`src/rtl/riscv_mem_arbiter.sv`:
```
// Shares one single-ported memory between instruction fetch and data access, one transaction in flight.
// Optional starvation guard for fetches is enabled by defining RISCV_ARB_STARVE_GUARD_EN.
module riscv_mem_arbiter #(
  parameter int XLEN       = 32,
  parameter int STARVE_MAX = 4
) (
  input  logic            clk,
  input  logic            rst,
  input  logic            if_req,
  input  logic [XLEN-1:0] if_addr,
  output logic            if_gnt,
  output logic            if_rvalid,
  output logic [XLEN-1:0] if_rdata,
  input  logic            ma_req,
  input  logic            ma_we,
  input  logic [XLEN-1:0] ma_addr,
  input  logic [XLEN-1:0] ma_wdata,
  output logic            ma_gnt,
  output logic            ma_rvalid,
  output logic [XLEN-1:0] ma_rdata,
  output logic            mem_req,
  output logic            mem_we,
  output logic [XLEN-1:0] mem_addr,
  output logic [XLEN-1:0] mem_wdata,
  input  logic            mem_gnt,
  input  logic            mem_rvalid,
  input  logic [XLEN-1:0] mem_rdata,
  output logic            owner,
  output logic            proto_err
);

  typedef enum logic [1:0] {
    IDLE = 2'd0,
    REQ  = 2'd1,
    RESP = 2'd2
  } state_t;

  state_t state, state_next;
  logic   owner_next;
  logic   sel_data;
  logic   starve_hit;

`ifdef RISCV_ARB_STARVE_GUARD_EN
  localparam int CNT_W = $clog2(STARVE_MAX + 1);
  logic [CNT_W-1:0] starve_cnt;

  assign starve_hit = if_req && (starve_cnt == CNT_W'(STARVE_MAX));

  // Counts data wins over a waiting fetch; any fetch selection clears it
  always_ff @(posedge clk or negedge rst) begin
    if (!rst) begin
      starve_cnt <= '0;
    end else if (state == IDLE && (ma_req || if_req)) begin
      if (!sel_data) begin
        starve_cnt <= '0;
      end else if (if_req && starve_cnt != CNT_W'(STARVE_MAX)) begin
        starve_cnt <= starve_cnt + 1'b1;
      end
    end
  end
`else
  assign starve_hit = 1'b0;
`endif

  assign sel_data = ma_req && !starve_hit;

  always_ff @(posedge clk or negedge rst) begin
    if (!rst) begin
      state     <= IDLE;
      owner     <= 1'b0;
      proto_err <= 1'b0;
    end else begin
      state <= state_next;
      owner <= owner_next;
      if (mem_rvalid && state != RESP) begin
        proto_err <= 1'b1;
      end
    end
  end

  // Ownership is decided only in IDLE and frozen until the response returns
  always_comb begin
    state_next = state;
    owner_next = owner;
    case (state)
      IDLE: begin
        if (ma_req || if_req) begin
          state_next = REQ;
          owner_next = sel_data;
        end
      end
      REQ: begin
        if (mem_gnt) begin
          state_next = RESP;
        end
      end
      RESP: begin
        if (mem_rvalid) begin
          state_next = IDLE;
        end
      end
      default: state_next = IDLE;
    endcase
  end

  always_comb begin
    mem_req   = 1'b0;
    mem_we    = 1'b0;
    mem_addr  = '0;
    mem_wdata = '0;
    if_gnt    = 1'b0;
    ma_gnt    = 1'b0;
    if_rvalid = 1'b0;
    ma_rvalid = 1'b0;
    if_rdata  = '0;
    ma_rdata  = '0;
    if (state == REQ) begin
      mem_req = 1'b1;
      if (owner) begin
        mem_we    = ma_we;
        mem_addr  = ma_addr;
        mem_wdata = ma_wdata;
        ma_gnt    = mem_gnt;
      end else begin
        mem_addr = if_addr;
        if_gnt   = mem_gnt;
      end
    end
    if (state == RESP && mem_rvalid) begin
      if (owner) begin
        ma_rvalid = 1'b1;
        ma_rdata  = mem_rdata;
      end else begin
        if_rvalid = 1'b1;
        if_rdata  = mem_rdata;
      end
    end
  end

endmodule

```
`config.mk`:
```
export PLATFORM = sky130hd
export DESIGN_NAME = riscv_mem_arbiter
export DESIGN_NICKNAME = d
export VERILOG_FILES = /design/src/rtl/riscv_mem_arbiter.sv
export SDC_FILE = /design/constraint.sdc
export NUM_CORES = 1
export LEC_CHECK = 0
export CORE_AREA = 2 2 105 107
export CTS_CLUSTER_DIAMETER = 80
export DETAILED_ROUTE_END_ITERATION = 16
export DIE_AREA = 0 0 107 109
export GPL_TIMING_DRIVEN = 0
export SLEW_MARGIN = 20
export SYNTH_ARGS = -nofsm -noshare
export SYNTH_HDL_FRONTEND = slang
export SYNTH_SLANG_ARGS = --single-unit
```
`constraint.sdc`:
```
create_clock -name clk -period 3.5 [get_ports clk]
set_clock_uncertainty 0.2 [all_clocks]
set_input_delay 0.7 -clock clk [delete_from_list [all_inputs] [get_ports clk]]
set_output_delay 0.7 -clock clk [all_outputs]
set_load 0.01 [all_outputs]
```
### Word-level counts from Yosys, hierarchy flattened

Index checks and enable logic that the tools add are counted.

| word-level totals | value |
|---|---|
| bits in registers | 4 |
| input bits | 135 |

| cells by class | value |
|---|---|
| reduce and logical (&&, ||, !) cells | 6 |
| eq/ne operators | 6 |
| mux-type cells | 23 |

Operators with widths:

| kind | number |
|---|---|
| 32-bit two-way mux | 8 |
| 1-bit two-way mux | 11 |
| 2-bit != test (second input constant) | 4 |
| 2-bit two-way mux | 3 |
| 2-bit one-hot mux with 3 select lines | 1 |
| 3-bit AND reduction | 1 |
| 2-bit by 1-bit equality test with 1-bit output (second input constant) | 1 |
| 2-bit equality test (second input constant) | 1 |
| 1-bit logical AND | 2 |
| 2-bit logical NOT | 1 |
| 2-bit AND reduction | 1 |
| 1-bit logical OR | 1 |

### Longest topological paths before layout

| depth | value |
|---|---|
| depth in word-level cells | 3 |
| mapped depth | 5 |

### Worst setup path before layout

OpenSTA, ideal clock, no wires.

| timing path | value |
|---|---|
| path kind | input to output |
| start | input port mem_rvalid |
| end | output port ma_rdata[21] |
| required time | 2.600 ns |
| arrival | 1.296 ns |
| setup slack | 1.304 ns |
| stages on the path | 3 |
| cell sequence | and4b_1 > buf_2 > and2_1 |

| between the ends | value |
|---|---|
| cells in the longest elaborated chain, start to end | 2 |

RTL lines:

| item | RTL line | RTL |
|---|---|---|
| from (decl) | 26 | `input logic mem_rvalid,` |
| 1-bit logical AND | 129 | `if (state == RESP && mem_rvalid) begin` |
| 32-bit two-way mux | 129 |  |
| to (decl) | 20 | `output logic [XLEN-1:0] ma_rdata,` |

Every way passes these cells.

### Final worst setup path

| timing path | value |
|---|---|
| start | input port mem_rvalid |
| end | output port ma_rdata[23] |

The elaborated chain is that of the path after synthesis.

==> results.json <==
{
  "status": "completed",
  "regToRegSetupSlack_ps": 2110,
  "yosys-top-cells-count": "62 x and2_1, 35 x and3_1, 33 x nor2_1",
  "synth_area_leaders": "and2_1 28%, mux2i_1 23%, and3_1 16%",
  "critPathTopFamily": "buffers and inverters",
  "antenna_found_initial": 0,
  "min_to": "proto_err",
  "seq_area_frac_synth": 0.0714,
  "r2r_start": "state[1]",
  "netlist_instances": 202,
  "cts_sinks": 4,
  "dieHeight_um": 109,
  "critPathCaptureType": "output pin",
  "grt_pass1_wl_mm": 12.0,
  "place_congestion": 0.734,
  "post-place-ws_ps": 73.9,
  "start_kind": "input pin",
  "wire_per_inst_um": 13.5,
  "rows": 38,
  "synth_largest_area_cell": "and2_1",
  "final_layout_size_suffix_gt1_frac": 0.0505,
  "whs_path_depth": 1,
  "cp_max_fo": 10,
  "cts-root-buf": "clkbuf_8",
  "ir_drop_mv": 0.233,
  "ys_warn_count": 0,
  "syn-cell-area_um2": 1400,
  "initialDrtViolationCount": 65,
  "final_util": 0.408,
  "setup_viol": 0,
  "fin_ws_ps": 141,
  "port_buffers": 270,
  "insertion_delay_ps": 220,
  "fill_cells": 1077,
  "ios": 271,
  "synth_nets": 337,
  "worstMarginPinSlew_ps": 297,
  "criticalPathCategory": "in -> out",
  "ys.flop_type": "dfrtp_1",
  "path_cells": "clkdlybuf4s50_1 -> and4b_2 -> buf_2 -> and2_1 -> clkdlybuf4s50_1",
  "via_count": 2433,
  "drt_pass1_iterations": 4,
  "grt_overflow_total": 0,
  "max_stage_delay_ps": 560,
  "slew-limit-headroom": 0.802,
  "track_usage": 0.128,
  "p_per_area_nw_per_um2": 459,
  "critPathSlowestCell": "clkdlybuf4s50_1",
  "critical_path_buf_inv_count": 3,
  "wl_mm": 8.31,
  "hold_viol_final": 0,
  "grt_max_degree": 11,
  "async_flop_share": 1.00,
  "diodes": 0,
  "die-area_um2": 11700,
  "finalMaxSlewViolations": 0,
  "yosysMostFrequentCell": "and2_1",
  "finalSetupTns_ps": 0,
  "fmax_mhz": 298,
  "path_depth": 5,
  "final_design_area_no_fill_um2": 4320,
  "maxCapViolations": 0,
  "grt_pass1_vias": 2384,
  "drcViolationCount": 0,
  "synth_top_area_share": 0.277,
  "cts.path.max_buffers": 2,
  "fin_crit_sh": 0.960,
  "cp.required_ps": 2600,
  "die_w_um": 107,
  "critPathArrivalTime_ps": 2460,
  "synth.distinct_cells": 20,
  "worstRegToRegCells": 5,
  "grt_setup_unrepaired": "false",
  "p_leak_nw": 1.84,
  "final_nets": 612,
  "timing.final.crit_period_ps": 3360,
  "routed_via_density": 3.96,
  "clkTransAtPathRegs_ps": 30,
  "hold_path.class": "reg -> reg",
  "design_power_total_w": 0.00199,
  "cts_tree": "built",
  "crit_top_cell": "clkdlybuf4s50_1",
  "antenna_left": 0,
  "htree_levels": 1,
  "core_um2": 10600,
  "synth-seq-cells": 4,
  "area_delta_synth_final_pct": 208,
  "dpl.hpwl_mm": 7.32,
  "synth_area_per_cell_um2": 6.94,
  "initial_core_util": 0.132,
  "hp-start": "proto_err",
  "cts-buffers-inserted": 3,
  "dpl_cell_area_um2": 4280,
  "r2r_end": "state[1]",
  "synth_edf_count": 0
}
registers in the layout, indices dropped and copies added (netlist names):
signal / count
owner: 1
proto_err: 1
state: 2
cell type report:
class                   count  area [µm²]  share of cell area
multi-input cells         175        1150               0.266
repair buffers            270        2700               0.625
inverters                   2        10.0             0.00232
plain buffers              21         144              0.0333
flip-flops and latches      4         100              0.0232
well taps                 140         175              0.0405
clock buffers               3        41.3             0.00955
report_power, final:
| part | total [W] | internal (W) | leakage (nW) | switching (W) |
|---|---|---|---|---|
| Combinational | 0.00180 | 0.00102 | 1.78 | 0.000781 |
| Sequential | 0.0000855 | 0.0000637 | 0.0447 | 0.0000218 |
| Clock | 0.0000967 | 0.0000733 | 0.0216 | 0.0000234 |
| Total | 0.00199 | 0.00116 | 1.84 | 0.000826 |
placed cells by master (no fill, tap or decap), drive strengths merged:
cell type,netlist,layout
o2bb2ai,2,2
nor3,3,3
clkdlybuf4s50,0,270
a211oi,1,1
and4b,1,1
nor2,33,33
and2,62,62
a21o,1,1
inv,2,2
mux2i,32,32
clkbuf,3,6
buf,18,18
and3,35,35
nand2b,2,2
nor3b,1,1
and4bb,1,1
nand2,1,1
dfrtp,4,4
kinds of logic after synthesis:
group,synth area share
AOI/OAI and AO/OA,0.0232
DFF,0.0714
and+or+nand+nor,0.567
muxes,0.228
buffers and inverters,0.110
worst max path at each step:
stage	start	to	slack [ps]
3_5_place_dp	mem_rvalid	ma_rdata[23]	70
3_3_place_gp	mem_rvalid	ma_rdata[23]	80
6_report	mem_rvalid	ma_rdata[23]	140
5_1_grt	mem_rvalid	ma_rdata[16]	10
2_1_floorplan	mem_rvalid	ma_rdata[21]	1300
4_1_cts	mem_rvalid	ma_rdata[23]	80
routing by layer:
layer | GRT usage | share of wire | vias up
met5 | 0 | 0 | -
met4 | 0.0223 | 0.0051 | 0
met3 | 0.0371 | 0.11 | 4
met2 | 0.251 | 0.53 | 160
met1 | 0.136 | 0.36 | 1051
li1 | - | - | 1218
per-stage QoR:
| stage | hold slack (ps) | instances |
|---|---|---|
| finish | 260 | 615 |
| global route | 282 | 615 |
| CTS | 266 | 615 |
| detailed placement | 259 | 612 |
| global placement | 242 | 612 |
| floorplan | 204 | 202 |
repair_timing:
item,CTS,global route
hold buffers,0,0
buffers inserted,0,0
resized for setup,0,1
setup endpoints to repair,0,9
(Power assumes the default switching activity.)
